### src/rtl/seven_seg_scan_ctrl.sv
// Four-digit multiplexed seven-segment scanner with double-buffered value and anti-ghosting gaps.
// Optional leading-zero suppression: define SEVEN_SEG_LEADING_ZERO_BLANK_EN.
module seven_seg_scan_ctrl #(
  parameter int SHOW_CYC  = 50000,
  parameter int BLANK_CYC = 500
) (
  input  logic        clk_i,
  input  logic        rst_i,
  input  logic        enable_i,
  input  logic        load_i,
  input  logic [15:0] value_i,
  output logic        ready_o,
  output logic [6:0]  seven_seg_dig_o,
  output logic [3:0]  digit_en_o,
  output logic        frame_done_o
);

  localparam int CNT_MAX = (SHOW_CYC > BLANK_CYC) ? SHOW_CYC : BLANK_CYC;
  localparam int CW      = (CNT_MAX > 1) ? $clog2(CNT_MAX) : 1;

  // state | meaning:  ST_BLANK | all digits off   ST_SHOW | digit idx_q lit
  typedef enum logic {ST_BLANK, ST_SHOW} state_t;

  state_t        state_q, state_d;
  logic [1:0]    idx_q, idx_d;
  logic [CW-1:0] cnt_q, cnt_d;
  logic [15:0]   pending_q, active_q;
  logic          ready_q, ready_d;
  logic [6:0]    dig_q, dig_d;
  logic [3:0]    en_q, en_d;
  logic          fd_q, fd_d;
  logic          frame_end;
  logic          digit_on;
  logic [3:0]    nibble;

  function automatic logic [6:0] hex_decode(input logic [3:0] h);
    case (h)
      4'h0: hex_decode = 7'b0111111;
      4'h1: hex_decode = 7'b0000110;
      4'h2: hex_decode = 7'b1011011;
      4'h3: hex_decode = 7'b1001111;
      4'h4: hex_decode = 7'b1100110;
      4'h5: hex_decode = 7'b1101101;
      4'h6: hex_decode = 7'b1111101;
      4'h7: hex_decode = 7'b0000111;
      4'h8: hex_decode = 7'b1111111;
      4'h9: hex_decode = 7'b1101111;
      4'hA: hex_decode = 7'b1110111;
      4'hB: hex_decode = 7'b1111100;
      4'hC: hex_decode = 7'b0111001;
      4'hD: hex_decode = 7'b1011110;
      4'hE: hex_decode = 7'b1111001;
      default: hex_decode = 7'b1110001;
    endcase
  endfunction

  always_ff @(posedge clk_i) begin
    if (rst_i) begin
      state_q   <= ST_BLANK;
      idx_q     <= 2'd0;
      cnt_q     <= '0;
      pending_q <= 16'h0000;
      active_q  <= 16'h0000;
      ready_q   <= 1'b1;
      dig_q     <= 7'd0;
      en_q      <= 4'd0;
      fd_q      <= 1'b0;
    end else begin
      state_q <= state_d;
      idx_q   <= idx_d;
      cnt_q   <= cnt_d;
      ready_q <= ready_d;
      dig_q   <= dig_d;
      en_q    <= en_d;
      fd_q    <= fd_d;
      if (load_i) pending_q <= value_i;
      // Active only swaps at a frame boundary so a frame never mixes two values.
      if (!enable_i || frame_end) active_q <= pending_q;
    end
  end

  always_comb begin
    state_d   = state_q;
    idx_d     = idx_q;
    cnt_d     = cnt_q + 1'b1;
    frame_end = 1'b0;
    if (!enable_i) begin
      state_d = ST_BLANK;
      idx_d   = 2'd0;
      cnt_d   = '0;
    end else begin
      case (state_q)
        ST_BLANK: begin
          if (cnt_q == CW'(BLANK_CYC - 1)) begin
            state_d = ST_SHOW;
            cnt_d   = '0;
          end
        end
        default: begin
          if (cnt_q == CW'(SHOW_CYC - 1)) begin
            state_d   = ST_BLANK;
            idx_d     = idx_q + 2'd1;
            cnt_d     = '0;
            frame_end = (idx_q == 2'd3);
          end
        end
      endcase
    end
    if (load_i)                       ready_d = 1'b0;
    else if (!enable_i || frame_end)  ready_d = 1'b1;
    else                              ready_d = ready_q;
  end

`ifdef SEVEN_SEG_LEADING_ZERO_BLANK_EN
  logic [3:0] lead_nz;
  always_comb begin
    lead_nz[3] = |active_q[15:12];
    lead_nz[2] = lead_nz[3] | (|active_q[11:8]);
    lead_nz[1] = lead_nz[2] | (|active_q[7:4]);
    lead_nz[0] = 1'b1;
    digit_on   = lead_nz[idx_q];
  end
`else
  assign digit_on = 1'b1;
`endif

  assign nibble = active_q[{idx_q, 2'b00} +: 4];

  always_comb begin
    dig_d = 7'd0;
    en_d  = 4'd0;
    fd_d  = frame_end;
    if (enable_i && (state_q == ST_SHOW) && digit_on) begin
      en_d  = 4'b0001 << idx_q;
      dig_d = hex_decode(nibble);
    end
  end

  assign ready_o         = ready_q;
  assign seven_seg_dig_o = dig_q;
  assign digit_en_o      = en_q;
  assign frame_done_o    = fd_q;

endmodule

### config.mk
export PLATFORM = sky130hd
export DESIGN_NAME = seven_seg_scan_ctrl
export DESIGN_NICKNAME = d
export VERILOG_FILES = /design/src/rtl/seven_seg_scan_ctrl.sv
export SDC_FILE = /design/constraint.sdc
export NUM_CORES = 1
export LEC_CHECK = 0
export CORE_MARGIN = 4
export CORE_UTILIZATION = 50
export CTS_CLUSTER_DIAMETER = 80
export DETAILED_ROUTE_END_ITERATION = 10
export PLACE_DENSITY = 0.75
export SYNTH_ARGS = -nofsm -noshare
export SYNTH_HDL_FRONTEND = slang
export SYNTH_SLANG_ARGS = --single-unit
### constraint.sdc
create_clock -name clk_i -period 2.83 [get_ports clk_i]
set_input_delay 0.849 -clock clk_i [delete_from_list [all_inputs] [get_ports clk_i]]
set_output_delay 0.849 -clock clk_i [all_outputs]
set_load 0.005 [all_outputs]
==> results_dict.tcl <==
set metrics [dict create \
    critPathMaxFanout 17 \
    hold_buffers 0 \
    num_io_pins 33 \
    initial_core_util_pct 52.19 \
    cts.sinks 64 \
    setup_viol 0 \
    root_buffer "clkbuf_8" \
    cp-start-kind "flip-flop" \
    dieArea_um2 6601 \
    endpoint_kind "flip-flop" \
    route.detailed.drc 0 \
    clkTransAtPathRegs_ns 0.07 \
    final-seq-area_um2 1281 \
    syn_nets 297 \
    grt_pass1_vias 1783 \
    vias 1910 \
    relSlewSlack_pct 74.98 \
    synth_edf_count 0 \
    worst-setup-path-type "flip-flop to flip-flop" \
    max_freq_ghz 0.4059 \
    cp.arrival_ns 2.68 \
    row_count 26 \
    worst_slew_pin_slew_ns 0.3725 \
    synthFlopType "dfxtp_1" \
    clock_skew_ns 0.007890 \
    grt_pass1_wl_um 8162 \
    setup_tns_ns 0 \
    drv_slew 0 \
    gp_congestion 0.7925 \
    fin_nets 333 \
    synth_cell_types 36 \
    irDropWorstVdd_uv 412.0 \
    maxCapViolations 0 \
    r2r_slack_ns 0.37 \
    grt_max_degree 35 \
    die-width_um 81.25 \
    fin_crit_sh_pct 87.06 \
    cts_max_level 3 \
    multi_input_area_um2 1306 \
    ys_seq_area_share_pct 47.76 \
    port_buffers 32 \
    grt_overflow 0 \
    cts_tree "yes" \
    clock_latency_ns 0.34 \
    synthArstFlopShare_pct 0 \
    rsz0062_at_grt "false" \
    holdCritPathClass "flip-flop to flip-flop" \
    grt_use_total_pct 16.49 \
    avgViaCountPerCell 5.040 \
    r2r-end "active_q[6]" \
    fillers 463 \
    numCtsBuffers 9 \
    drt-total-wl_um 4750 \
    wl_per_cell_um 12.53 \
    cp_data_required_time_ns 3.04 \
    synth_warnings 0 \
    finalCriticalPeriod_ns 2.464 \
    synth_seq_cells 64 \
    fin_area_um2 3284 \
    fp.coreArea_um2 5140 \
    synthToLayoutAreaGrowth_pct 22.43 \
    netlist_instances 268 \
    diodes 0 \
    clock_path_buffers 2 \
    r2r_cells 6 \
    leakage_nw 1.311 \
    die-height_um 81.25 \
    ant_nets 0 \
    hold_viol 0 \
    post_cts_resized 0 \
    postCtsSetupBuffers 0 \
    synth_area_um2 2683 \
    hold_depth 1 \
    drive_above_1_share_pct 9.709 \
    dpl-instance-area_um2 3067 \
    hold_end "cnt_q[0]" \
    dp_hpwl_um 3274 \
    drt-initial-drc-count 80 \
    r2r_start "cnt_q[12]" \
    status "finished, final reports clean" \
    antenna_found_initial 0 \
    dr.pass1.iters 4 \
    powerDensity_nw_per_um2 573.8 \
    min_from "cnt_q[0]" \
    avgSynthCellArea_um2 10.01 \
]
-- cell type report --
class	instances	share of cell area, %
Multi-Input combinational cell	183	39.77
Sequential cell	64	39.01
Timing Repair Buffer	37	10.90
Clock buffer	14	5.562
Tap cell	70	2.667
Clock inverter	2	1.067
Inverter	9	1.029
-- metrics by stage --
stage | utilization [%] | power, mW | hold WS [ns] | cells | setup slack, ns
2_1_floorplan | - | 1.032 | 0.4260 | 268 | 0.4795
3_3_place_gp | 59.66 | 1.071 | 0.4378 | 363 | 0.4030
3_5_place_dp | 59.66 | 1.074 | 0.4484 | 363 | 0.3527
4_1_cts | 63.90 | 1.903 | 0.4645 | 379 | 0.3453
5_1_grt | 63.90 | 1.961 | 0.5113 | 379 | 0.2362
6_report | 63.90 | 1.885 | 0.4703 | 379 | 0.3662
-- flip-flops by register name, indices dropped and copies added, names as in the netlist --
register         flops
frame_done_o         1
idx_q                2
seven_seg_dig_o      7
cnt_q               16
active_q            16
state_q              1
ready_o              1
pending_q           16
digit_en_o           4
-- synth_stat cells, types with 5 or more instances --
master / n / area (um^2)
xor2_1: 7 / 61.31
xnor2_1: 8 / 70.07
inv_1: 9 / 33.78
nand2b_1: 5 / 31.28
mux2i_1: 34 / 340.3
ha_1: 9 / 112.6
clkbuf_1: 9 / 33.78
nor2_1: 63 / 236.5
mux4_2: 5 / 112.6
nand2_1: 9 / 33.78
dfxtp_1: 64 / 1281
nand3_1: 7 / 35.03
nor3_1: 6 / 30.03
-- cells by family after synthesis --
family / Yosys count / synth area share, %
muxes: 39 / 16.88
buffers and inverters: 21 / 3.964
AOI/OAI and AO/OA: 13 / 3.639
DFF: 64 / 47.76
adders and majority gates: 9 / 4.198
and+or+nand+nor: 107 / 18.66
xor gates and xnor gates: 15 / 4.898
-- worst max-delay path by stage --
stage,start,to,slack (ns)
2_1_floorplan,cnt_q[12],active_q[0],0.48
4_1_cts,cnt_q[12],active_q[6],0.35
3_3_place_gp,cnt_q[12],active_q[6],0.40
5_1_grt,cnt_q[12],active_q[11],0.24
6_report,cnt_q[12],active_q[6],0.37
3_5_place_dp,cnt_q[12],active_q[6],0.35
-- placed cells by master (no fill, tap or decap), types with 6 or more instances in the layout --
cell | netlist | final
xnor2_1 | 8 | 8
nand2_1 | 9 | 9
mux2i_1 | 34 | 34
nor3_1 | 6 | 6
dfxtp_1 | 64 | 64
inv_1 | 9 | 9
ha_1 | 9 | 9
nand3_1 | 7 | 7
clkbuf_8 | 0 | 13
xor2_1 | 7 | 7
clkdlybuf4s50_1 | 0 | 32
nor2_1 | 63 | 63
-- power by group --
part	switching (mW)	leakage [nW]	internal, mW	total [mW]
combinational	0.0533	0.677	0.0633	0.117
clock	0.328	0.113	0.502	0.830
sequential	0.0136	0.520	0.925	0.938
total	0.395	1.31	1.49	1.88
-- worst max-delay path, stage by stage (launching register included) --
cell     delay (ns)
dfxtp_1        0.33
or4_4          0.54
or4_4          0.53
o41ai_4        0.32
buf_4          0.33
mux2i_1        0.24
nor2_1         0.06
-- layer usage --
layer	GRT usage [%]	routed length (um)	vias up
met2	24.38	2034	39
li1	-	-	977
met3	4.435	218	10
met5	0	0	-
met4	9.291	107	0
met1	21.69	2389	884
Note: power is estimated with default switching activity, not from simulation.
